`config.mk`:
```
export PLATFORM = sky130hd
export DESIGN_NAME = flash_therm_encoder_flat
export DESIGN_NICKNAME = d
export VERILOG_FILES = /design/src/rtl/flash_therm_encoder_pkg.sv /design/src/rtl/flash_therm_encoder_if.sv /design/src/rtl/flash_therm_encoder_therm_bubble_fix.sv /design/src/rtl/flash_therm_encoder.sv /design/src/flat_wrapper.sv
export SDC_FILE = /design/constraint.sdc
export NUM_CORES = 1
export LEC_CHECK = 0
export CELL_PAD_IN_SITES_DETAIL_PLACEMENT = 2
export CELL_PAD_IN_SITES_GLOBAL_PLACEMENT = 2
export CORE_ASPECT_RATIO = 1.5
export CORE_MARGIN = 5
export CORE_UTILIZATION = 38
export CTS_CLUSTER_SIZE = 25
export DETAILED_ROUTE_END_ITERATION = 8
export PLACE_DENSITY = 0.95
export SYNTH_ARGS = -nofsm -noshare
export SYNTH_HDL_FRONTEND = slang
export SYNTH_HIERARCHICAL = 1
export SYNTH_SLANG_ARGS = --single-unit
export TNS_END_PERCENT = 5
```
`constraint.sdc`:
```
create_clock -name clk -period 7.9 [get_ports clk]
set_clock_uncertainty 0.15 [all_clocks]
set_input_delay 1.58 -clock clk [delete_from_list [all_inputs] [get_ports clk]]
set_output_delay 1.58 -clock clk [all_outputs]
set_load 0.01 [all_outputs]
```
`src/rtl/flash_therm_encoder_pkg.sv`:
```
// Shared flash-ADC helpers: comparator-count derivation, 3-input majority, ones-count.
// Pure functions only, no state; popcount is sized for the widest legal comparator bank.
package flash_therm_encoder_pkg;

    localparam int MAX_NCOMP = 63;
    localparam int CNT_W     = 7;

    function automatic int ncomp_f(input int nbits);
        return (1 << nbits) - 1;
    endfunction

    function automatic logic maj3(input logic a, input logic b, input logic c);
        return (a & b) | (a & c) | (b & c);
    endfunction

    function automatic logic [CNT_W-1:0] popcount(input logic [MAX_NCOMP-1:0] v);
        logic [CNT_W-1:0] n;
        n = '0;
        for (int i = 0; i < MAX_NCOMP; i++) begin
            n = n + {{(CNT_W-1){1'b0}}, v[i]};
        end
        return n;
    endfunction

endpackage

```
`src/rtl/flash_therm_encoder_if.sv`:
```
// Comparator-in / code-out bundle of the flash encoder; slave = encoder, master = its environment.
// Per-sample outputs are pulse-qualified; only the averaged result uses valid/ready.
interface flash_therm_encoder_if #(
    parameter int NBITS = 4,
    parameter int ERR_W = 8
);
    import flash_therm_encoder_pkg::*;

    localparam int NCOMP = ncomp_f(NBITS);

    logic [NCOMP-1:0] therm;
    logic             in_valid;
    logic             mode_avg;
    logic             err_clr;
    logic             code_valid;
    logic [NBITS-1:0] code;
    logic             bubble;
    logic             avg_valid;
    logic             avg_ready;
    logic [NBITS-1:0] avg_code;
    logic [ERR_W-1:0] err_cnt;
    logic             ovf;

    modport slave (
        input  therm, in_valid, mode_avg, err_clr, avg_ready,
        output code_valid, code, bubble, avg_valid, avg_code, err_cnt, ovf
    );

    modport master (
        output therm, in_valid, mode_avg, err_clr, avg_ready,
        input  code_valid, code, bubble, avg_valid, avg_code, err_cnt, ovf
    );

endinterface

```
`src/rtl/flash_therm_encoder_therm_bubble_fix.sv`:
```
// Majority bubble correction of a thermometer vector plus the bubble flag; purely combinational.
// Bits outside the bank read as 1 below bit 0 and 0 above the top comparator.
module therm_bubble_fix
    import flash_therm_encoder_pkg::*;
#(
    parameter int NCOMP = 15
) (
    input  logic [NCOMP-1:0] i_therm,
    output logic [NCOMP-1:0] o_corr,
    output logic             o_bubble
);

    logic [NCOMP+1:0] w_ext;
    logic [NCOMP-1:0] w_corr;
    logic [NCOMP-1:0] w_corr_inc;

    assign w_ext = {1'b0, i_therm, 1'b1};

    for (genvar i = 0; i < NCOMP; i++) begin : g_maj
        assign w_corr[i] = maj3(w_ext[i], w_ext[i+1], w_ext[i+2]);
    end

    // A clean 0..01..1 pattern has no bit in common with itself plus one.
    assign w_corr_inc = w_corr + 1'b1;
    assign o_bubble   = (w_corr != i_therm) || ((w_corr & w_corr_inc) != '0);
    assign o_corr     = w_corr;

endmodule

```
`src/rtl/flash_therm_encoder.sv`:
```
// Pipelined thermometer-to-binary encoder with optional block averaging; code_valid SYNC_STAGES+2 after therm.
// Per-sample path never stalls; the averaged result is held until accepted, later blocks drop and set ovf.
module flash_therm_encoder
    import flash_therm_encoder_pkg::*;
#(
    parameter int NBITS       = 4,
    parameter int SYNC_STAGES = 2,
    parameter int AVG_LOG2    = 2,
    parameter int ERR_W       = 8
) (
    input  logic                  clk,
    input  logic                  rst_n,
    flash_therm_encoder_if.slave  bus
);

    localparam int NCOMP = ncomp_f(NBITS);
    localparam int ACC_W = NBITS + AVG_LOG2;
    localparam int RND_W = ACC_W + 1;
    localparam logic [RND_W-1:0] RND_HALF  = RND_W'(2 ** (AVG_LOG2 - 1));
    localparam logic [NBITS:0]   NCOMP_W1  = (NBITS + 1)'(NCOMP);
    localparam logic [NBITS-1:0] NCOMP_MAX = NBITS'(NCOMP);

    logic [NCOMP-1:0]     r_sync_therm [SYNC_STAGES];
    logic [SYNC_STAGES-1:0] r_sync_vld;

    logic [NCOMP-1:0]     w_corr;
    logic                 w_bubble;
    logic [NCOMP-1:0]     r_corr;
    logic                 r_corr_vld;
    logic                 r_corr_bub;

    logic [MAX_NCOMP-1:0] w_corr_ext;
    logic [NBITS-1:0]     w_code;
    logic [NBITS-1:0]     r_code;
    logic                 r_code_vld;
    logic                 r_bub;

    logic [ERR_W-1:0]     r_err;
    logic                 r_ovf;

    logic [ACC_W-1:0]     r_acc;
    logic [AVG_LOG2-1:0]  r_cnt;
    logic                 r_mode_q;
    logic                 r_avg_vld;
    logic [NBITS-1:0]     r_avg_code;

    logic [ACC_W-1:0]     w_sum;
    logic [RND_W-1:0]     w_rnd;
    logic [NBITS:0]       w_shift;
    logic [NBITS-1:0]     w_avg;
    logic                 w_mode_chg;
    logic                 w_blk_done;
    logic                 w_can_load;

    // Metastability chain: therm is asynchronous, so it shifts every cycle alongside its qualifier.
    always_ff @(posedge clk) begin
        if (!rst_n) begin
            for (int i = 0; i < SYNC_STAGES; i++) begin
                r_sync_therm[i] <= '0;
            end
            r_sync_vld <= '0;
        end else begin
            r_sync_therm[0] <= bus.therm;
            r_sync_vld[0]   <= bus.in_valid;
            for (int i = 1; i < SYNC_STAGES; i++) begin
                r_sync_therm[i] <= r_sync_therm[i-1];
                r_sync_vld[i]   <= r_sync_vld[i-1];
            end
        end
    end

    therm_bubble_fix #(
        .NCOMP (NCOMP)
    ) u_fix (
        .i_therm  (r_sync_therm[SYNC_STAGES-1]),
        .o_corr   (w_corr),
        .o_bubble (w_bubble)
    );

    always_ff @(posedge clk) begin
        if (!rst_n) begin
            r_corr     <= '0;
            r_corr_vld <= 1'b0;
            r_corr_bub <= 1'b0;
        end else begin
            r_corr     <= w_corr;
            r_corr_vld <= r_sync_vld[SYNC_STAGES-1];
            r_corr_bub <= w_bubble;
        end
    end

    // Ones-count tolerates any residual non-monotonic pattern after correction.
    assign w_corr_ext = MAX_NCOMP'(r_corr);
    assign w_code     = NBITS'(popcount(w_corr_ext));

    always_ff @(posedge clk) begin
        if (!rst_n) begin
            r_code     <= '0;
            r_code_vld <= 1'b0;
            r_bub      <= 1'b0;
        end else begin
            r_code     <= w_code;
            r_code_vld <= r_corr_vld;
            r_bub      <= r_corr_vld & r_corr_bub;
        end
    end

    // Counted on the same edge the sample's code_valid appears; a clear always wins.
    always_ff @(posedge clk) begin
        if (!rst_n) begin
            r_err <= '0;
        end else if (bus.err_clr) begin
            r_err <= '0;
        end else if (r_corr_vld && r_corr_bub && (r_err != '1)) begin
            r_err <= r_err + 1'b1;
        end
    end

    assign w_sum      = r_acc + ACC_W'(r_code);
    assign w_rnd      = RND_W'(w_sum) + RND_HALF;
    assign w_shift    = w_rnd[RND_W-1:AVG_LOG2];
    assign w_avg      = (w_shift > NCOMP_W1) ? NCOMP_MAX : w_shift[NBITS-1:0];
    assign w_mode_chg = bus.mode_avg != r_mode_q;
    assign w_blk_done = r_code_vld && bus.mode_avg && !w_mode_chg && (r_cnt == '1);
    assign w_can_load = !r_avg_vld || bus.avg_ready;

    always_ff @(posedge clk) begin
        if (!rst_n) begin
            r_mode_q <= 1'b0;
            r_acc    <= '0;
            r_cnt    <= '0;
        end else begin
            r_mode_q <= bus.mode_avg;
            if (w_mode_chg) begin
                r_acc <= '0;
                r_cnt <= '0;
            end else if (r_code_vld && bus.mode_avg) begin
                if (r_cnt == '1) begin
                    r_acc <= '0;
                    r_cnt <= '0;
                end else begin
                    r_acc <= w_sum;
                    r_cnt <= r_cnt + 1'b1;
                end
            end
        end
    end

    // avg_code only moves on a load, and a load needs the holding register empty or draining.
    always_ff @(posedge clk) begin
        if (!rst_n) begin
            r_avg_vld  <= 1'b0;
            r_avg_code <= '0;
            r_ovf      <= 1'b0;
        end else begin
            if (w_blk_done && w_can_load) begin
                r_avg_vld  <= 1'b1;
                r_avg_code <= w_avg;
            end else if (r_avg_vld && bus.avg_ready) begin
                r_avg_vld  <= 1'b0;
            end
            if (bus.err_clr) begin
                r_ovf <= 1'b0;
            end else if (w_blk_done && !w_can_load) begin
                r_ovf <= 1'b1;
            end
        end
    end

    assign bus.code_valid = r_code_vld;
    assign bus.code       = r_code;
    assign bus.bubble     = r_bub;
    assign bus.avg_valid  = r_avg_vld;
    assign bus.avg_code   = r_avg_code;
    assign bus.err_cnt    = r_err;
    assign bus.ovf        = r_ovf;

endmodule

```
`src/flat_wrapper.sv`:
```
// flat-port wrapper written by rule: the top's interface ports become plain ports
module flash_therm_encoder_flat import flash_therm_encoder_pkg::*;
#(
    parameter int NBITS       = 4,
    parameter int SYNC_STAGES = 2,
    parameter int AVG_LOG2    = 2,
    parameter int ERR_W       = 8
)
  (clk, rst_n, bus_therm, bus_in_valid, bus_mode_avg, bus_err_clr, bus_avg_ready, bus_code_valid, bus_code, bus_bubble, bus_avg_valid, bus_avg_code, bus_err_cnt, bus_ovf);
  flash_therm_encoder_if #(.NBITS(NBITS), .ERR_W(ERR_W)) bus_i ();
  input  logic clk;
  input  logic rst_n;
  input wire logic [$bits(bus_i.therm)-1:0] bus_therm;
  input wire logic [$bits(bus_i.in_valid)-1:0] bus_in_valid;
  input wire logic [$bits(bus_i.mode_avg)-1:0] bus_mode_avg;
  input wire logic [$bits(bus_i.err_clr)-1:0] bus_err_clr;
  input wire logic [$bits(bus_i.avg_ready)-1:0] bus_avg_ready;
  output wire logic [$bits(bus_i.code_valid)-1:0] bus_code_valid;
  output wire logic [$bits(bus_i.code)-1:0] bus_code;
  output wire logic [$bits(bus_i.bubble)-1:0] bus_bubble;
  output wire logic [$bits(bus_i.avg_valid)-1:0] bus_avg_valid;
  output wire logic [$bits(bus_i.avg_code)-1:0] bus_avg_code;
  output wire logic [$bits(bus_i.err_cnt)-1:0] bus_err_cnt;
  output wire logic [$bits(bus_i.ovf)-1:0] bus_ovf;
  assign bus_i.therm = bus_therm;
  assign bus_i.in_valid = bus_in_valid;
  assign bus_i.mode_avg = bus_mode_avg;
  assign bus_i.err_clr = bus_err_clr;
  assign bus_i.avg_ready = bus_avg_ready;
  assign bus_code_valid = bus_i.code_valid;
  assign bus_code = bus_i.code;
  assign bus_bubble = bus_i.bubble;
  assign bus_avg_valid = bus_i.avg_valid;
  assign bus_avg_code = bus_i.avg_code;
  assign bus_err_cnt = bus_i.err_cnt;
  assign bus_ovf = bus_i.ovf;
  flash_therm_encoder #(.NBITS(NBITS), .SYNC_STAGES(SYNC_STAGES), .AVG_LOG2(AVG_LOG2), .ERR_W(ERR_W)) u_core (.clk(clk), .rst_n(rst_n), .bus(bus_i));
endmodule
```
Yosys cells after proc, flatten, opt, wreduce, memory -nomap -nowiden
Memory sizes are Yosys's and may differ from the RTL's. Index checks and enable logic that the tools add are counted.

Bits in registers: 48. Memories: 1. RAM bits: 30.

Order comparisons: 1. Eq/ne operators: 4. Bitwise gates (word level): 60. Add/subtract/negate cells: 19. Muxes and demuxes: 9. Reduce and logical (&&, ||, !) cells: 17.

Memory list: u_core.r_sync_therm (words 2, width 15, read ports 2, clocked after Yosys merged registers in 0, wr ports 2, line flash_therm_encoder.sv:23) `logic [NCOMP-1:0] r_sync_therm [SYNC_STAGES];`.

Operators by type and width (number): adder 4 x 1 -> 4 bit (13); two-way mux 15 bit (2); OR 1 bit (30); AND 1 bit (28); adder 15 x 1 -> 15 bit, second input constant (1); AND 15 bit (1); != test 15 bit (1); nonzero test 15 bit (1); adder 8 x 1 -> 8 bit, second input constant (1); logical AND 1 bit (8); != test 8 bit, second input constant (1); adder 6 x 2 -> 7 bit, second input constant (1); adder 6 x 4 -> 6 bit (1); two-way mux 6 bit (1); greater-than comparator 5 x 4 -> 1 bit, second input constant (1); two-way mux 1 bit (4); two-way mux 4 bit (1); OR reduction 2 bit (2); zero test 1 bit (3); adder 1 x 1 -> 2 bit (1); adder 2 x 1 -> 2 bit, second input constant (1); equality test 2 bit, second input constant (1); logical OR 1 bit (2); two-way mux 2 bit (1); 3 further kinds (3).

Longest topological paths before layout
Gate-level depths: netlist of the first run.

Word-level depth: 14. Gate-level depth with buffers: 12. Mapped depth without buffers: 12.

Modules after synthesis
The synthesis of the first run kept the hierarchy.

Modules (own cells, without submodules): flash_therm_encoder (instances 1, sequential area each 1561.5 um^2, cells an instance 280, area each 2939.1 um^2); therm_bubble_fix (instances 1, sequential area each 0.0 um^2, cells an instance 107, area each 683.2 um^2).

Least setup slack after synthesis of the first run
No wires, ideal clock.

Path type: register to register. Start point: register u_core.r_corr[0]. End point: register u_core.r_code[2] (netlist: u_core/bus.code[2]). Arrival time: 3307 ps. Data required time: 7635 ps. Stages on the path, launching flop included: 10. Setup slack: 4328 ps. Buffers on the path: 0. Path through: dfxtp_1 -> inv_1 -> fa_1 -> fa_1 -> fa_1 -> fa_1 -> fa_1 -> fa_1 -> xnor2_1 -> and2_1.

Longest elaborated chain between the ends: 14.

Ends and longest elaborated chain: start, declared (line flash_therm_encoder.sv:28) `logic [NCOMP-1:0] r_corr;`; start signal, assigned (line flash_therm_encoder.sv:86) `r_corr <= w_corr;`; adder 1 x 1 -> 2 bit (line flash_therm_encoder_pkg.sv:20) `n = n + {{(CNT_W-1){1'b0}}, v[i]};`; adder 4 x 1 -> 4 bit (13 in a row) (line flash_therm_encoder_pkg.sv:20); end signal, assigned (line flash_therm_encoder.sv:102) `r_code <= w_code;`; end, declared (line flash_therm_encoder.sv:34) `logic [NBITS-1:0] r_code;`.

No other way between the ends. A chain may end at the register's enable or synchronous reset.

Worst setup path after layout of the first run
Start point: register u_core.r_corr[1]. End point: register u_core.r_code[2] (netlist: u_core/bus.code[2]).

The elaborated chain is that of the path after synthesis.

==> results of run 1 <==
power by group through the flow:
stage | combinational (W) | sequential [W] | clock (W)
after global routing | 0.0000578 | 0.000419 | 0.000412
after floorplan | 0.0000376 | 0.000418 | 0
after CTS | 0.0000526 | 0.000417 | 0.000395
after global placement | 0.0000475 | 0.000424 | 0
after detailed placement | 0.0000514 | 0.000425 | 0
final | 0.0000513 | 0.000417 | 0.000382
state kept, by name, indices dropped and copies added, names as in the netlist:
name	cells
u_core/bus.avg_code	4
u_core/bus.avg_valid	1
u_core/bus.bubble	1
u_core/bus.code	4
u_core/bus.code_valid	1
u_core/bus.err_cnt	8
u_core/bus.ovf	1
u_core/r_acc	6
u_core/r_cnt	2
u_core/r_corr	15
u_core/r_corr_bub	1
u_core/r_corr_vld	1
u_core/r_mode_q	1
u_core/r_sync_therm	30
u_core/r_sync_vld	2
path summary, 6_finish.rpt:
| path | slack [ps] | to | from | cells past startpoint |
|---|---|---|---|---|
| worst max-delay path | 4080 | u_core/bus.code[2] | u_core/r_corr[1] | 9 |
| worst min-delay path | 280 | u_core/r_sync_therm[0][23] | u_core/r_sync_therm[0][8] | 1 |
| worst max register to register | 4080 | u_core/bus.code[2] | u_core/r_corr[1] | 9 |
| worst min register to register | 280 | u_core/r_sync_therm[0][23] | u_core/r_sync_therm[0][8] | 1 |
metal layers:
metal,routed length (um),global-route usage [%],vias up
li1,-,-,1358
met1,3360,16.1,1404
met2,5340,34.1,52
met3,298,3.54,28
met4,306,7.56,0
met5,0,0,-
stage by stage:
step / hold WS, ps / utilization [%] / std cells / setup WS [ps]
3_5_place_dp: 272 / 43.2 / 518 / 4120
4_1_cts: 287 / 46.2 / 532 / 4030
5_1_grt: 298 / 46.2 / 532 / 3940
2_1_floorplan: 262 / - / 387 / 4330
6_report: 284 / 46.2 / 532 / 4080
3_3_place_gp: 264 / 43.2 / 518 / 4300
critical path: cells and delay by family, from the launching register on:
family / cells / cell delay [ps]
fa+ha+maj: 6 / 2820
flops: 1 / 340
xor+xnor: 1 / 220
simple gates: 1 / 170
buf+inv: 1 / 70
kinds of logic after synthesis:
| logic type | after synthesis | share of synthesized area, % |
|---|---|---|
| and+or+nand+nor | 143 | 22.0 |
| DFF | 78 | 43.1 |
| AOI/OAI and AO/OA | 74 | 13.0 |
| buffers and inverters | 51 | 7.05 |
| adders and majority gates | 27 | 11.1 |
| xor gates and xnor gates | 12 | 3.11 |
| muxes | 2 | 0.553 |
placed cells by master, fill, tap and decap left out, types with 9 or more instances in the layout:
cell             synthesis  routed
fa_1                    11      11
nand4_1                  9       9
inv_1                   29      29
ha_1                     9       9
nor2_1                  26      26
clkdlybuf4s50_1          0      40
o21ai_0                 15      15
dfxtp_1                 78      78
nand2_1                 19      19
clkbuf_16                0       9
and2_1                  53      53
a21oi_1                 18      18
area by class of cell:
cell class	instances	area, sq um
Multi-Input combinational cell	258	1810
Inverter	29	109
Clock buffer	13	270
Fill cell	982	5010
Clock inverter	1	5.00
Tap cell	112	140
Sequential cell	78	1560
Timing Repair Buffer	41	408
==> impl_metrics.toml, run 1 <==
[synthesis]
synthTopCellsByCount = "dfxtp_1 (78), and2_1 (53), inv_1 (29)"
synth_nets = 428
ys_warn_count = 6
ys_dominant_reg_cell = "dfxtp_1"
synth_top_area_share_pct = 43.1
syn_area_sq_mm = 0.00362
yosysTopAreaCell = "dfxtp_1"
synth_most_common_cell = "dfxtp_1"
synth_edf_count = 0
synth_seq_area_share_pct = 43.1
yosysUniqueCellTypes = 53
synth-seq-cells = 78
postSynth.asyncResetShare_pct = 0
ys_top_cells_by_area = "dfxtp_1 (43%), and2_1 (9.2%), fa_1 (6.1%)"
syn_inst = 387
avgSynthCellArea_sq_um = 9.36

[critical_path]
crit_path_top_delay_cell = "fa_1"
arrival_ps = 3940
cp_max_fo = 2
critical_path.cell_chain = "inv_1 > fa_1 > fa_1 > fa_1 > fa_1 > fa_1 > fa_1 > xnor2_1 > and2_1"
path_common_cell = "fa_1"
crit_path_start_kind = "register"
crit_path_end_kind = "register"
critical_path_class = "reg -> reg"
cp_data_required_time_ps = 8020
crit_path_max_incr_delay_ps = 550

[power_and_ir_drop]
power.internal_w = 0.000667
switching_power_w = 0.000183
ir_drop_mv = 0.120
seqPwrFrac_pct = 49.0
power.total_w = 0.000850
p_sw_share_pct = 21.6
comb_power_share_pct = 6.0
p_leak_nw = 1.65
clkPwrFrac_pct = 44.9
power_density_mw_per_mm2 = 198

[floorplan]
num_rows = 43
die-width_um = 89.7
die_h_um = 130
coreArea_sq_mm = 0.00931
fp.dieArea_sq_mm = 0.0116
initial_utilization_pct = 38.9
io_pins = 41

[routing]
dr.pass1.iters = 4
detail-route-antenna-nets = 0
drc = 0
wl_mm = 9.31
vias = 2842
drt-initial-drc-count = 79
wire_per_inst_um = 17.5
viasPerCell = 5.34

[sta]
finalSetupViolCount = 0
fin_setup_tns_ps = 0
fmax_ghz = 0.262
finalCritPeriodShare_pct = 48.4
min_period_ps = 3820
hold_viol = 0
rsz0062_at_grt = "no"
maxSlewViolCount = 0
tightestPinTransition_ps = 630
slew_headroom_pct = 57.7

[clocking]
postCtsHoldBufs = 0
clkTransAtPathRegs_ps = 60
clk_path_buf_depth = 2
root_buffer = "clkbuf_16"
cts_sinks = 78
cts_tree = "done"
htree_levels = 3
clk_latency_ps = 330
post_cts_resized = 0
cts_buffers = 9
cts_setup_buffers = 0

[global_route]
groute.usage.overall_pct = 16.9
grt_pass1_vias = 3197
grt_pass1_wl_mm = 15.8
antenna_found_initial = 0
grt_overflow = 0
grt_start_max_net_pins = 64

[layout]
design_area_sq_mm = 0.00430
finalNetCount = 458
drive_gt1_share_pct = 5.48
antenna_cells = 0
area_delta_synth_final_pct = 18.7

[placement]
port_buffers = 40
dp_hpwl_mm = 6.70
placed_cell_area_sq_mm = 0.00402
gp_congestion = 0.825

[worst_hold_path]
holdCritPathClass = "reg -> reg"

[status]
run_status = "completed"

[flow_run]
cap_violations = 0
Power figures use the tool's default switching activity.
==> inputs of run 2 (changes only) <==
--- a/config.mk
+++ b/config.mk
@@ -9,10 +9,10 @@
 export CELL_PAD_IN_SITES_GLOBAL_PLACEMENT = 2
 export CORE_ASPECT_RATIO = 1.5
 export CORE_MARGIN = 5
-export CORE_UTILIZATION = 38
+export CORE_UTILIZATION = 35
 export CTS_CLUSTER_SIZE = 25
 export DETAILED_ROUTE_END_ITERATION = 8
-export PLACE_DENSITY = 0.95
+export PLACE_DENSITY = 0.91
 export SYNTH_ARGS = -nofsm -noshare
 export SYNTH_HDL_FRONTEND = slang
 export SYNTH_HIERARCHICAL = 1
==> constraint.sdc (replaced) <==
create_clock -name clk -period 3.9 [get_ports clk]
set_clock_uncertainty 0.15 [all_clocks]
set_input_delay 0.78 -clock clk [delete_from_list [all_inputs] [get_ports clk]]
set_output_delay 0.78 -clock clk [all_outputs]
set_load 0.01 [all_outputs]
==> run 2 against run 1 <==
Effect of this change:
- wire length decreased by 0.90%
- final cell count grew 1.1%
- die area up 7.8%
- sequential power is 100% higher
- global-route usage down 1.2 points
- total power up 100%
- setup slack lost 3900 ps
- clock power grew 100%
==> impl_metrics.toml, run 2 (same netlist as run 1, synthesis figures left out) <==
[status]
run_status = "completed"

[sta]
fin_setup_tns_ps = 0
hold_viol = 0
fin_hold_ws_ps = 284
finalSetupViolCount = 0
fmax_ghz = 0.270
slew_headroom_pct = 35.8
finalCritPeriodShare_pct = 95.0
min_period_ps = 3710
tightestPinTransition_ps = 961
maxSlewViolCount = 0
rsz0062_at_grt = "no"

[power_and_ir_drop]
switching_power_w = 0.000394
p_sw_share_pct = 22.8
ir_drop_mv = 0.216
power.internal_w = 0.00133
clkPwrFrac_pct = 45.2
power_density_mw_per_mm2 = 401
comb_power_share_pct = 6.0
p_leak_nw = 1.65
seqPwrFrac_pct = 48.8

[layout]
design_area_sq_mm = 0.00431
final_util_pct = 42.5
finalNetCount = 458
final_cell_mix = "dfxtp_1 (78), and2_1 (53), clkdlybuf4s50_1 (40), inv_1 (29), nor2_1 (26)"
drive_gt1_share_pct = 5.94
antenna_cells = 0
largest_register_ffs = 30
area_delta_synth_final_pct = 18.9
regMostFlops = "u_core/r_sync_therm"
mostFrequentLayoutCell = "dfxtp_1"

[floorplan]
die_h_um = 135
coreArea_sq_mm = 0.0101
io_pins = 41
initial_utilization_pct = 35.7
num_rows = 45
die-width_um = 93.1
fp.dieArea_sq_mm = 0.0125

[clocking]
htree_levels = 3
postCtsHoldBufs = 0
clkTransAtPathRegs_ps = 60
post_cts_resized = 0
root_buffer = "clkbuf_16"
cts_buffers = 9
cts_tree = "done"
cts_setup_buffers = 0
cts_sinks = 78
clk_path_buf_depth = 2
clk_latency_ps = 340

[global_route]
groute.usage.overall_pct = 15.7
grt_pass1_vias = 3195
antenna_found_initial = 0
grt_pass1_wl_mm = 15.3
grt_start_max_net_pins = 36
grt_overflow = 0

[flow_run]
cap_violations = 0

[critical_path]
cp_max_fo = 2
critical_path_class = "reg -> reg"
arrival_ps = 3780
crit_path_start_kind = "register"
cp_data_required_time_ps = 3980
crit_path_end_kind = "register"

[routing]
dr.pass1.iters = 4
drc = 0
wl_mm = 9.22
viasPerCell = 5.17
detail-route-antenna-nets = 0
wire_per_inst_um = 17.1
drt-initial-drc-count = 55
vias = 2780

[placement]
placed_cell_area_sq_mm = 0.00403
gp_congestion = 0.812
port_buffers = 40
dp_hpwl_mm = 6.81

[worst_hold_path]
holdCritPathClass = "reg -> reg"
run 2: layout make-up:
type | count | area [sq um]
well taps | 117 | 146
inverters | 29 | 109
clock buffers | 11 | 253
repair buffers | 41 | 408
flip-flops and latches | 78 | 1560
clock inverters | 4 | 22.5
multi-input cells | 258 | 1810
fillers | 1121 | 5830
run 2: path summary, 6_finish.rpt:
path | from | endpoint | slack, ps | depth (start not counted)
worst max-delay path | u_core/r_corr[0] | u_core/bus.code[2] | 190 | 9
worst min-delay path | u_core/r_sync_vld[1] | u_core/r_corr_vld | 280 | 1
worst max register to register | u_core/r_corr[0] | u_core/bus.code[2] | 190 | 9
worst min register to register | u_core/r_sync_vld[1] | u_core/r_corr_vld | 280 | 1
run 2: through the flow:
stage	total power, W	setup slack (ps)	cells
floorplan	0.000922	328	387
global placement	0.000955	282	523
detailed placement	0.000966	169	523
CTS	0.00176	155	538
global route	0.00180	84.2	538
finish	0.00173	194	538
run 2: power by group through the flow:
stage / Combinational, W / Clock (W) / Sequential (W)
6_report: 0.000104 / 0.000780 / 0.000843
5_1_grt: 0.000117 / 0.000840 / 0.000847
4_1_cts: 0.000107 / 0.000804 / 0.000844
3_5_place_dp: 0.000105 / 0 / 0.000861
3_3_place_gp: 0.0000966 / 0 / 0.000858
2_1_floorplan: 0.0000762 / 0 / 0.000846
run 2: layer usage:
metal	vias to the layer above	global-route usage (%)	wire length (um)
li1	1353	-	-
met1	1369	14.4	3320
met2	44	32.1	5470
met3	14	3.40	238
met4	0	6.28	189
met5	-	0	0
run 2: worst max-delay path, cell delays in order, from the launching register on:
cell and delay, ps:
dfxtp_1 310, inv_1 50, fa_1 560, fa_1 440
fa_1 540, fa_1 430, fa_1 430, fa_1 400
xnor2_1 140, and2_1 150
==> inputs of run 3 (changes only) <==
--- a/config.mk
+++ b/config.mk
@@ -12,6 +12,7 @@
 export CORE_UTILIZATION = 35
 export CTS_CLUSTER_SIZE = 25
 export DETAILED_ROUTE_END_ITERATION = 8
+export GPL_ROUTABILITY_DRIVEN = 0
 export PLACE_DENSITY = 0.91
 export SYNTH_ARGS = -nofsm -noshare
 export SYNTH_HDL_FRONTEND = slang
==> results of run 3 <==
No change in the layout: final DEF, timing and power equal those of run 2.
==> variant (settings of run 3) <==
`AVG_LOG2` is set to 2 in 2 places; all go to 3.
--- a/src/rtl/flash_therm_encoder.sv
+++ b/src/rtl/flash_therm_encoder.sv
@@ -6,5 +6,5 @@
     parameter int NBITS       = 4,
     parameter int SYNC_STAGES = 2,
-    parameter int AVG_LOG2    = 2,
+    parameter int AVG_LOG2    = 3,
     parameter int ERR_W       = 8
 ) (
--- a/src/flat_wrapper.sv
+++ b/src/flat_wrapper.sv
@@ -4,5 +4,5 @@
     parameter int NBITS       = 4,
     parameter int SYNC_STAGES = 2,
-    parameter int AVG_LOG2    = 2,
+    parameter int AVG_LOG2    = 3,
     parameter int ERR_W       = 8
 )
Function: changed (a bounded check fails within 10 cycles, from zero or initial values and one cycle with rst_n low).
==> variant against run 3 <==
- sequential cell count increased by 2
- worst hold slack improved by 0.0024 ns
- design area increased by 6.2%
- final cell count increased by 8.9%
- area after synthesis increased by 6.1%
- power increased by 5.0%
- routed wire length increased by 5.2%
- setup slack got worse by 0.076 ns
- critical endpoint unchanged
- largest power group unchanged
==> variant: results (changes against run 3) <==
| Metric | Value |
|---|---|
| Placed Cells | `570 (was 523)` |
| Wire per inst | `16.6 um (was 17.1 um)` |
| Setup slack, reg-to-reg | `0.12 ns (was 0.19 ns)` |
| Synth area leaders | `dfxtp_1, and2_1, fa_1 (unchanged)` |
| Status | `complete, no violations (unchanged)` |
| Share of cells above drive strength 1 | `7.97% (was 5.94%)` |
| Overall Global Routing Usage | `15.5% (was 15.7%)` |
| Minimum clock period | `3.78 ns (was 3.71 ns)` |
| Largest net degree at the start of global routing | `57 (was 36)` |
| Synth top area share | `41.7% (was 43.1%)` |
| Initial DRC Count | `63 (was 55)` |
| Worst reg2reg path depth | `10 (was 9)` |
| Synth top cells by count | `dfxtp_1, and2_1, nor2_1 (was dfxtp_1, and2_1, inv_1)` |
| VDD IR max | `0.000235 V (was 0.000216 V)` |
| DPL Wire Length | `7.30 mm (was 6.81 mm)` |
| Worst slack at placement | `0.0426 ns (was 0.169 ns)` |
| Syn nets | `449 (was 428)` |
| Static Leak | `0.00176 uW (was 0.00165 uW)` |
| Vias in the first global route | `3193 (was 3195)` |
| Clock buffer depth | `2 (unchanged)` |
| CP Data Arrival Time | `3.85 ns (was 3.78 ns)` |
| Yosys cell types | `62 (was 53)` |
| Placed cell areas | `4270 um2 (was 4030 um2)` |
| Relative slew slack | `62.5% (was 35.8%)` |
| Nets | `476 (was 458)` |
| First-pass GRT wire length | `15.8 mm (was 15.3 mm)` |
| Via count | `2921 (was 2780)` |
variant: cell types whose count changed after synthesis, moves of 3 or more:
cell	delta
nor3_1	+5
and2_1	+3
a311oi_1	-4
inv_1	-11
a21oi_1	+5
nand3_1	+5
nand4_1	-4
nor2b_1	-3
nor2_1	+4
variant: area by class of cell:
type / count / area, um2
inverter: 18 / 67.6
clock buffer: 13 / 260
fill: 1184 / 6310
timing repair buffer: 41 / 408
tap: 147 / 184
clock inverter: 3 / 40.0
multi-input combinational: 284 / 2010
sequential: 80 / 1600
variant: report_power, final:
| part | switching (uW) | internal [uW] | total [uW] |
|---|---|---|---|
| Sequential | 24.9 | 840 | 865 |
| Clock | 317 | 529 | 846 |
| Combinational | 47.7 | 55.1 | 103 |
| Total | 390 | 1420 | 1810 |
variant: layer usage:
metal,wire length [um],vias to the layer above,GRT usage [%]
met1,3580,1444,15.5
met4,165,0,5.47
met5,0,-,0
met3,266,13,2.88
li1,-,1428,-
met2,5690,36,30.3
variant: kinds of logic (layout without fill, tap and decap cells):
group | Yosys count | after routing | synth area share (%)
fa+ha+maj | 28 | 28 | 10.8
buf+inv | 43 | 75 | 6.09
simple gates | 156 | 156 | 22.5
compound gates | 84 | 84 | 14.4
flops | 80 | 80 | 41.7
xor+xnor | 14 | 14 | 4.07
mux | 2 | 2 | 0.521
variant: worst paths after layout:
check	end	startpoint
setup / recovery	u_core/bus.code[2]	u_core/r_corr[0]
hold / removal	u_core/r_sync_therm[0][21]	u_core/r_sync_therm[0][6]
setup reg to reg	u_core/bus.code[2]	u_core/r_corr[0]
hold reg to reg	u_core/r_sync_therm[0][21]	u_core/r_sync_therm[0][6]
variant: repair_timing:
action / CTS / global route
endpoints found under the setup margin: 0 / 1
hold buffers: 0 / 0
resized for setup: 0 / 1
setup buffers: 0 / 0
